==> src/rtl/pipe_hazard_ctrl.sv <==
// Pipeline hazard controller: per-stage stall/bubble/flush generation for an
// N-stage in-order core. It holds a flush that an older-stage stall blocks,
// runs a stall watchdog and keeps saturating performance counters.
// Stage 0 is IF (youngest); stage NUM_STAGES-1 is WB (oldest).
module pipe_hazard_ctrl #(
    parameter int NUM_STAGES = 5,
    parameter int SW         = 3,
    parameter int CNT_W      = 32,
    parameter int WDOG_LIMIT = 1023
) (
    input  logic                  clk,
    input  logic                  rst,
    input  logic [NUM_STAGES-1:0] stall_req_i,
    input  logic                  flush_req_i,
    input  logic [SW-1:0]         flush_stage_i,
    input  logic                  wdog_clr_i,
    output logic [NUM_STAGES-1:0] stall_o,
    output logic [NUM_STAGES-1:0] bubble_o,
    output logic [NUM_STAGES-1:0] flush_o,
    output logic                  flush_pend_o,
    output logic                  wdog_o,
    output logic [CNT_W-1:0]      stall_cnt_o,
    output logic [CNT_W-1:0]      flush_cnt_o
);

    localparam int WDW = $clog2(WDOG_LIMIT + 1);
    localparam logic [WDW-1:0] WLIM = WDW'(WDOG_LIMIT);

    typedef enum logic {
        IDLE,
        FLUSH_PEND
    } state_t;

    state_t                state;
    logic [SW-1:0]         pend_stage;
    logic [WDW-1:0]        wdog_cnt;

    logic                  stall_any;
    logic [SW-1:0]         hi;
    logic                  stage_ok;
    logic [SW-1:0]         f_eff;
    logic                  f_valid;
    logic                  f_block;
    logic                  f_apply;
    logic [NUM_STAGES-1:0] stall_v;
    logic [NUM_STAGES-1:0] bubble_v;
    logic [NUM_STAGES-1:0] flush_v;
    logic                  stall_active;

    // Priority encode: the oldest stalling stage determines the stall boundary.
    always_comb begin
        stall_any = 1'b0;
        hi        = '0;
        for (int i = 0; i < NUM_STAGES; i++) begin
            if (stall_req_i[i]) begin
                stall_any = 1'b1;
                hi        = SW'(i);
            end
        end
    end

    // Effective flush stage: a held flush merges with a new one, the older stage wins.
    // An out-of-range new request never disturbs a held flush.
    always_comb begin
        stage_ok = (flush_stage_i != '0) && (int'(flush_stage_i) < NUM_STAGES);
        f_eff    = '0;
        if (state == IDLE) begin
            if (flush_req_i) f_eff = flush_stage_i;
        end else begin
            f_eff = pend_stage;
            if (flush_req_i && stage_ok && (flush_stage_i > pend_stage)) f_eff = flush_stage_i;
        end
        f_valid = (f_eff != '0) && (int'(f_eff) < NUM_STAGES);
        f_block = f_valid && stall_any && (hi >= f_eff);
        f_apply = f_valid && !f_block;
    end

    // Build stall/bubble/flush vectors; an applied flush wins over younger-stage stalls.
    always_comb begin
        stall_v  = '0;
        bubble_v = '0;
        flush_v  = '0;
        for (int i = 0; i < NUM_STAGES; i++) begin
            stall_v[i] = stall_any && (SW'(i) <= hi);
            if (i > 0) bubble_v[i] = stall_any && (SW'(i - 1) == hi);
            flush_v[i] = f_apply && (SW'(i) < f_eff);
        end
        stall_v  = stall_v & ~flush_v;
        bubble_v = bubble_v & ~flush_v;
    end

    // Reset blanks the combinational control outputs immediately.
    always_comb begin
        stall_o  = rst ? '0 : stall_v;
        bubble_o = rst ? '0 : bubble_v;
        flush_o  = rst ? '0 : flush_v;
    end

    assign stall_active = |stall_v;
    assign flush_pend_o = (state == FLUSH_PEND);

    // Flush FSM: hold a blocked flush until no older stage stalls.
    always_ff @(posedge clk) begin
        if (rst) begin
            state      <= IDLE;
            pend_stage <= '0;
        end else begin
            case (state)
                IDLE: begin
                    if (f_block) begin
                        state      <= FLUSH_PEND;
                        pend_stage <= f_eff;
                    end
                end
                FLUSH_PEND: begin
                    if (f_apply) begin
                        state      <= IDLE;
                        pend_stage <= '0;
                    end else if (f_block) begin
                        pend_stage <= f_eff;
                    end
                end
                default: begin
                    state      <= IDLE;
                    pend_stage <= '0;
                end
            endcase
        end
    end

    // Watchdog: count consecutive stall cycles; trip is sticky until cleared.
    always_ff @(posedge clk) begin
        if (rst) begin
            wdog_cnt <= '0;
            wdog_o   <= 1'b0;
        end else if (wdog_clr_i) begin
            wdog_cnt <= '0;
            wdog_o   <= 1'b0;
        end else if (!stall_active) begin
            wdog_cnt <= '0;
        end else if (wdog_cnt != WLIM) begin
            wdog_cnt <= wdog_cnt + WDW'(1);
            if (wdog_cnt + WDW'(1) == WLIM) wdog_o <= 1'b1;
        end
    end

    // Saturating performance counters.
    always_ff @(posedge clk) begin
        if (rst) begin
            stall_cnt_o <= '0;
            flush_cnt_o <= '0;
        end else begin
            if (stall_active && (stall_cnt_o != '1)) stall_cnt_o <= stall_cnt_o + CNT_W'(1);
            if (f_apply && (flush_cnt_o != '1)) flush_cnt_o <= flush_cnt_o + CNT_W'(1);
        end
    end

endmodule
==> config.mk <==
export PLATFORM = sky130hd
export DESIGN_NAME = pipe_hazard_ctrl
export DESIGN_NICKNAME = d
export VERILOG_FILES = /design/src/rtl/pipe_hazard_ctrl.sv
export SDC_FILE = /design/constraint.sdc
export NUM_CORES = 1
export LEC_CHECK = 0
export ABC_AREA = 1
export BUFFER_PORTS_ARGS = -buffer_cell sky130_fd_sc_hd__buf_2
export CAP_MARGIN = 10
export CORE_MARGIN = 3
export CORE_UTILIZATION = 35
export DETAILED_ROUTE_END_ITERATION = 10
export SLEW_MARGIN = 20
export SYNTH_ARGS = -nofsm -noshare
export SYNTH_HDL_FRONTEND = slang
export SYNTH_SLANG_ARGS = --single-unit
==> constraint.sdc <==
create_clock -name clk -period 3.2 [get_ports clk]
set_clock_uncertainty 0.1 [all_clocks]
set_input_delay 0.32 -clock clk [delete_from_list [all_inputs] [get_ports clk]]
set_output_delay 0.32 -clock clk [all_outputs]
set_load 0.005 [all_outputs]
==> flow_summary.toml, run 1 <==
[floorplanning]
core_mm2 = 0.01464
die_area_mm2 = 0.01658
dieHeight_um = 128.8
die_w_um = 128.8
ios = 93
rows = 44
start_util_pct = 36.03

[routing]
totalWireLength_mm = 15.95
drc = 0
routedWlPerCell_um = 14.88
drtAntennaViolNets = 0
drt_iter0_markers = 354
vias = 5474
firstDrtPassIters = 5
vias_per_cell = 5.106

[status]
violations = "setup timing"
status = "finished, violations left"

[setup_path]
crit_fanout = 8
max_stage_delay_ns = 0.38
rr_startpoint = "pend_stage[2]"
setup.worst_path.end_class = "flop"
critPathArrivalTime_ns = 3.41
required_ns = 3.30
crit_chain = "inv_2 > ha_4 > nand3b_1 > nand2_2 > nand3_4 > nand2_2 > nand3_2 > nand2_4 > ha_4 > or3_4 > nand3_2 > nand3_2 > nand3_4 > nand3_4 > nand2_2 > buf_4 > inv_2 > nor2_8 > nand2_8 > clkbuf_16 > nand3_1 > a21oi_2"
cp-start-kind = "flop"
ff2ff_setup_slack_ns = -0.11
crit_path_top_delay_cell = "or3_4"
rr_worst_depth = 22
criticalPathCategory = "flop to flop"
r2r_end = "stall_cnt_o[8]"

[sta]
tightest_slew_ns = 0.8565
max_clock_freq_mhz = 302.2
hold_viol_final = 0
finalSetupTns_ns = -3.309
fin_crit_ns = 3.309
rsz0062_at_grt = "true"
slew_viol_final = 0
finalWorstSetupSlack_ns = -0.1093
period_share_pct = 103.4
setup_viol = 53
slew_headroom_pct = 42.84
hold_ws_ns = 0.2271

[synthesis]
synthFlopType = "dfxtp_1"
yosysWarnings = 0
seq_area_frac_synth_pct = 29.97
synth_cells = 750
synth_area_leaders = "dfxtp_1 (30%), nand2_1 (10%), xor2_1 (7.3%)"
syn_avg_cell_area_um2 = 7.035
async_reset_ff_share_pct = 0
syn_area_mm2 = 0.005276
yosysUniqueCellTypes = 45
synth_edf_count = 0
synth_top_cell_by_area = "dfxtp_1"
ys_ff_latch = 79
synth_top_cell_area_share_pct = 29.97

[global_routing]
grt_antenna_before_repair = 0
overflow = 0
grt_pass1_wl_mm = 24.06
grt_max_degree = 41
grt_pass1_vias = 4996
grt_usage_pct = 17.65

[layout]
antennaDiodeCount = 0
area_growth_pct = 38.68
nNetsFinal = 903
drive_gt1_share_pct = 38.96
nFillCells = 1428

[place]
dp_hpwl_mm = 10.71
io_buffers = 90
place_congestion = 0.8790

[power_and_ir_drop]
clkPwrFrac_pct = 34.1
p_int_uw = 2191
switching_share_pct = 32.95
p_leak_uw = 0.002854
p_switching_uw = 1077
p_total_uw = 3268
comb_power_share_pct = 33.8
p_per_area_mw_per_mm2 = 446.6
power_frac_seq_pct = 32.1
ir_worst_vdd_mv = 0.2456

[clock_tree]
cts_tree = "built"
hold_buffers = 0
clk_pin_slew_ns = 0.06
htree_levels = 3
clkLatencyLatePin_ns = 0.34
clock_sinks = 79
clockBufferDepth = 2
cts_made_buffers = 9
root_buffer = "clkbuf_16"

[hold_path]
hold_end = "wdog_o"
hp-class = "input pin to flop"
hold_start = "wdog_clr_i"
worst_hold_path.num_cells = 4

[run]
max_cap_violations = 0
-- Yosys cell counts, drive strengths merged, types with 2 or more instances --
master and count:
xor2 44, nor4 16, nor3b 7, or2 2
o21ai 13, ha 8, nor2 85, a21oi 69
nand4 20, inv 78, buf 12, nand3 64
nor3 34, o21a 2, a31oi 5, a211oi 2
dfxtp 79, xnor2 8, clkbuf 12, nand2 183
-- worst max path at each step --
stage                           end              from
detailed placement  stall_cnt_o[11]  flush_stage_i[2]
finish               stall_cnt_o[8]     pend_stage[2]
CTS                      stall_o[3]     pend_stage[2]
global placement    stall_cnt_o[10]  flush_stage_i[2]
global route         stall_cnt_o[2]     pend_stage[2]
floorplan            stall_cnt_o[0]     pend_stage[1]
-- power by group through the flow --
stage / clock network [uW] / registers, uW / logic (uW)
2_1_floorplan: 0 / 1070 / 466
3_3_place_gp: 0 / 1060 / 745
3_5_place_dp: 0 / 1060 / 745
4_1_cts: 1150 / 1050 / 873
5_1_grt: 1180 / 1050 / 1200
6_report: 1110 / 1050 / 1100
-- through the flow --
stage | cells | worst slack [ns] | utilization, % | area, um^2
floorplan | 751 | 0.03634 | - | 5280
global placement | 1032 | -0.1787 | 41.25 | 6041
detailed placement | 1032 | -0.2230 | 41.25 | 6041
CTS | 1056 | -0.1159 | 44.86 | 6569
global route | 1072 | -0.2518 | 49.97 | 7317
finish | 1072 | -0.1093 | 49.97 | 7317
-- metal layers --
layer,up-vias,global-route usage (%),routed length [um]
met5,-,0,0
met4,0,5.188,278
met3,27,3.985,822
met2,150,30.40,7976
met1,2549,22.02,6869
li1,2748,-,-
-- flip-flops by register name, indices dropped and copies added, names as in the netlist --
name / cells
wdog_cnt: 10
flush_cnt_o: 32
pend_stage: 3
stall_cnt_o: 32
wdog_o: 1
flush_pend_o: 1
-- timing repair --
item,4_1_cts,5_1_grt
buffers inserted,7,7
pin swaps,13,27
gates resized for setup,30,119
setup endpoints to repair,79,86
gates cloned,1,9
-- placed cells by master, fill, tap and decap left out, types with 3 or more instances in the layout --
cell / Yosys / routed
buf_2: 3 / 90
nor2_2: 6 / 10
clkinvlp_4: 0 / 3
nand2_1: 140 / 135
buf_4: 6 / 26
nand2_4: 5 / 11
nor3_4: 0 / 3
o21ai_1: 2 / 4
nand3_2: 6 / 23
dfxtp_2: 0 / 3
a21oi_2: 31 / 47
dfxtp_1: 79 / 76
nand4_1: 19 / 19
a31oi_1: 5 / 4
inv_1: 67 / 64
nand3_1: 57 / 24
ha_4: 0 / 4
nand3_4: 1 / 18
inv_2: 11 / 11
o21ai_0: 10 / 7
ha_1: 8 / 4
nor2_1: 77 / 69
nor4_1: 16 / 15
buf_6: 0 / 18
nor3_1: 32 / 29
a21oi_1: 38 / 22
nor2_4: 1 / 5
nor3b_1: 6 / 6
clkbuf_16: 0 / 12
xnor2_1: 8 / 8
nand2_8: 2 / 6
nand2_2: 36 / 35
xor2_1: 44 / 44
-- critical path, delay by kind of cell (launching register included) --
kind | cells | cell delay, ns
AO/OA/AOI/OAI | 1 | 0.06
adder cells (fa/ha/maj) | 2 | 0.47
buffers and inverters | 4 | 0.43
flip-flops | 1 | 0.34
AND/OR/NAND/NOR | 15 | 1.77
-- cell families (layout without fill, tap and decap cells) --
logic type / count (synthesis) / in the layout / share of synthesized area (%)
AND/OR/NAND/NOR: 415 / 420 / 39.34
other: 1 / 2 / 0.07107
buffers and inverters: 103 / 235 / 8.750
AO/OA/AOI/OAI: 92 / 92 / 11.34
adder cells (fa/ha/maj): 8 / 8 / 1.897
flip-flops: 79 / 79 / 29.97
XOR/XNOR: 52 / 52 / 8.632
-- area by class of cell --
class / instances / area [um^2] / share of cell area, %
Clock buffer: 9 / 225.2 / 3.078
Clock inverter: 7 / 96.34 / 1.317
Inverter: 79 / 316.6 / 4.326
Multi-Input combinational cell: 574 / 3884 / 53.08
Sequential cell: 79 / 1585 / 21.67
Tap cell: 184 / 230.2 / 3.146
Timing Repair Buffer: 139 / 963.4 / 13.17
Timing Repair inverter: 1 / 16.27 / 0.2223
Note: power is estimated with default switching activity, not from simulation.
==> run 2, diff against run 1 <==
--- a/config.mk
+++ b/config.mk
@@ -10,7 +10,9 @@
 export CAP_MARGIN = 10
 export CORE_MARGIN = 3
 export CORE_UTILIZATION = 35
+export CTS_CLUSTER_SIZE = 10
 export DETAILED_ROUTE_END_ITERATION = 10
+export SETUP_SLACK_MARGIN = 0.1
 export SLEW_MARGIN = 20
 export SYNTH_ARGS = -nofsm -noshare
 export SYNTH_HDL_FRONTEND = slang
==> constraint.sdc (replaced) <==
create_clock -name clk -period 2.8 [get_ports clk]
set_clock_uncertainty 0.1 [all_clocks]
set_input_delay 0.28 -clock clk [delete_from_list [all_inputs] [get_ports clk]]
set_output_delay 0.28 -clock clk [all_outputs]
set_load 0.005 [all_outputs]
==> run 2 against run 1 <==
Net effect: the flow still finishes with violations (setup timing); sequential share of layout area shrank 1.0 points; critical path depth down 4; non-clock buffer count rose by 36; register-to-register slack got worse by 0.24 ns; via count rose by 0.68%; utilization increased by 2.5 points; combinational power up 36%; critical path type is now flop to output pin; largest cell class unchanged; largest power group is now combinational cells.
==> flow_summary.toml, run 2 (synthesis gave the netlist of run 1 again) <==
[floorplanning]
ios = 93
rows = 44
dieHeight_um = 128.8
die_area_mm2 = 0.01658
core_mm2 = 0.01464
start_util_pct = 36.03
die_w_um = 128.8

[layout]
drive_gt1_share_pct = 42.76
largestRegisters = "flush_cnt_o: 32 flops, stall_cnt_o: 32 flops, wdog_cnt: 10 flops"
area_growth_pct = 45.72
mostFrequentLayoutCells = "nand2_1 (111), buf_2 (90), dfxtp_1 (76)"
antennaDiodeCount = 0
layout.cells.non_filler = 1103
nNetsFinal = 934
final_common_cell = "nand2_1"
nFillCells = 1430

[global_routing]
grt_pass1_wl_mm = 25.76
grt_pass1_vias = 5353
grt_usage_pct = 18.92
grt_max_degree = 38
overflow = 0
grt_antenna_before_repair = 0

[routing]
drtAntennaViolNets = 0
vias = 5511
drt_iter0_markers = 249
firstDrtPassIters = 5
vias_per_cell = 4.996
totalWireLength_mm = 15.52
drc = 0
routedWlPerCell_um = 14.07

[clock_tree]
clk_pin_slew_ns = 0.06
clock_sinks = 79
hold_buffers = 0
clockBufferDepth = 2
cts_tree = "built"
clkLatencyLatePin_ns = 0.34
cts_made_buffers = 9
htree_levels = 3
root_buffer = "clkbuf_16"

[sta]
tightest_slew_ns = 0.6529
fin_crit_ns = 3.191
hold_viol_final = 0
slew_headroom_pct = 56.43
period_share_pct = 114.0
slew_viol_final = 0
max_clock_freq_mhz = 313.4
rsz0062_at_grt = "true"
finalWorstSetupSlack_ns = -0.3907
setup_viol = 86

[setup_path]
rr_startpoint = "pend_stage[2]"
path_delay_family = "simple AND/OR/NAND/NOR gates"
crit_path_top_delay_cell = "or3_4"
path_buf_inv = 4
setup.worst_path.end_class = "output pin"
crit_start = "pend_stage[2]"
ff2ff_setup_slack_ns = -0.35
crit_fanout = 5
critPathCapture = "bubble_o[1]"
critPathArrivalTime_ns = 2.81
cp_common_cell = "nand3_4"
cp-start-kind = "flop"
cp.depth = 18
required_ns = 2.42
rr_worst_depth = 23
criticalPathCategory = "flop to output pin"
crit_chain = "inv_2 > ha_4 > nand3b_1 > nand2_2 > nand3_4 > nand2_4 > nand3_4 > nand2_4 > ha_4 > or3_4 > nand3_2 > nand3_2 > nand3_4 > nand3_4 > buf_6 > nand4_1 > inv_1 > buf_2"
r2r_end = "stall_cnt_o[29]"
max_stage_delay_ns = 0.36

[hold_path]
hp-class = "input pin to flop"

[power_and_ir_drop]
p_leak_uw = 0.003298
p_per_area_mw_per_mm2 = 525.5
ir_worst_vdd_mv = 0.3421

[place]
place_congestion = 0.9356
io_buffers = 90
dp_hpwl_mm = 11.17
pre_cts_ws_ns = -0.3996
placed_cells = 1060

[status]
violations = "setup timing"
status = "finished, violations left"

[run]
max_cap_violations = 0
run 2: metal layers:
metal  vias up  wire length [um]  global-route usage [%]
met5         -                 0                       0
met1      2543              7071                   25.15
met2       153              7431                   31.22
met3        17               789                   3.694
li1       2798                 -                       -
met4         0               229                   5.435
run 2: worst min-delay path by stage:
| stage | from | end | slack [ns] | cells after the start |
|---|---|---|---|---|
| floorplan | wdog_clr_i | wdog_o | 0.35 | 3 |
| global placement | wdog_o | wdog_o | 0.36 | 2 |
| detailed placement | wdog_o | wdog_o | 0.36 | 2 |
| CTS | wdog_clr_i | wdog_o | 0.11 | 4 |
| global route | wdog_clr_i | wdog_o | 0.14 | 4 |
| finish | wdog_clr_i | wdog_o | 0.13 | 4 |
run 2: timing repair:
action                                 in CTS  in global routing
pin swaps                                  35                 25
cloned                                      5                  0
buffers inserted                           15                 12
setup endpoints to repair                  89                 90
resized for setup                          93                 61
endpoints found under the hold margin       0                  0
run 2: tightest hold or removal path: cells and delay by family:
family | cells | cell delay [ns]
simple gates | 2 | 0.11
buf+inv | 2 | 0.14
run 2: through the flow:
step	cell area [um^2]	hold slack, ns	total power (uW)	utilization (%)	TNS [ns]
floorplan	5478	0.3543	1860	-	-7.613
global placement	6469	0.3585	2198	44.17	-18.62
detailed placement	6469	0.3601	2190	44.17	-22.22
CTS	7423	0.1113	3935	50.69	-26.03
global route	7689	0.1382	4241	52.50	-36.79
finish	7689	0.1292	4040	52.50	-24.34
run 2: report_power, final:
part,switching [uW],internal (uW)
clock network,464,879
registers,34.0,1160
logic,790,708
total,1290,2750
run 2: layout make-up:
class / count / area, um^2 / area share, %
inverter: 79 / 319.1 / 4.150
clock inverter: 2 / 60.06 / 0.7811
sequential: 79 / 1585 / 20.62
tap: 184 / 230.2 / 2.994
multi-input combinational: 569 / 3847 / 50.04
clock buffer: 14 / 284.0 / 3.694
timing repair buffer: 175 / 1351 / 17.58
timing repair inverter: 1 / 11.26 / 0.1465
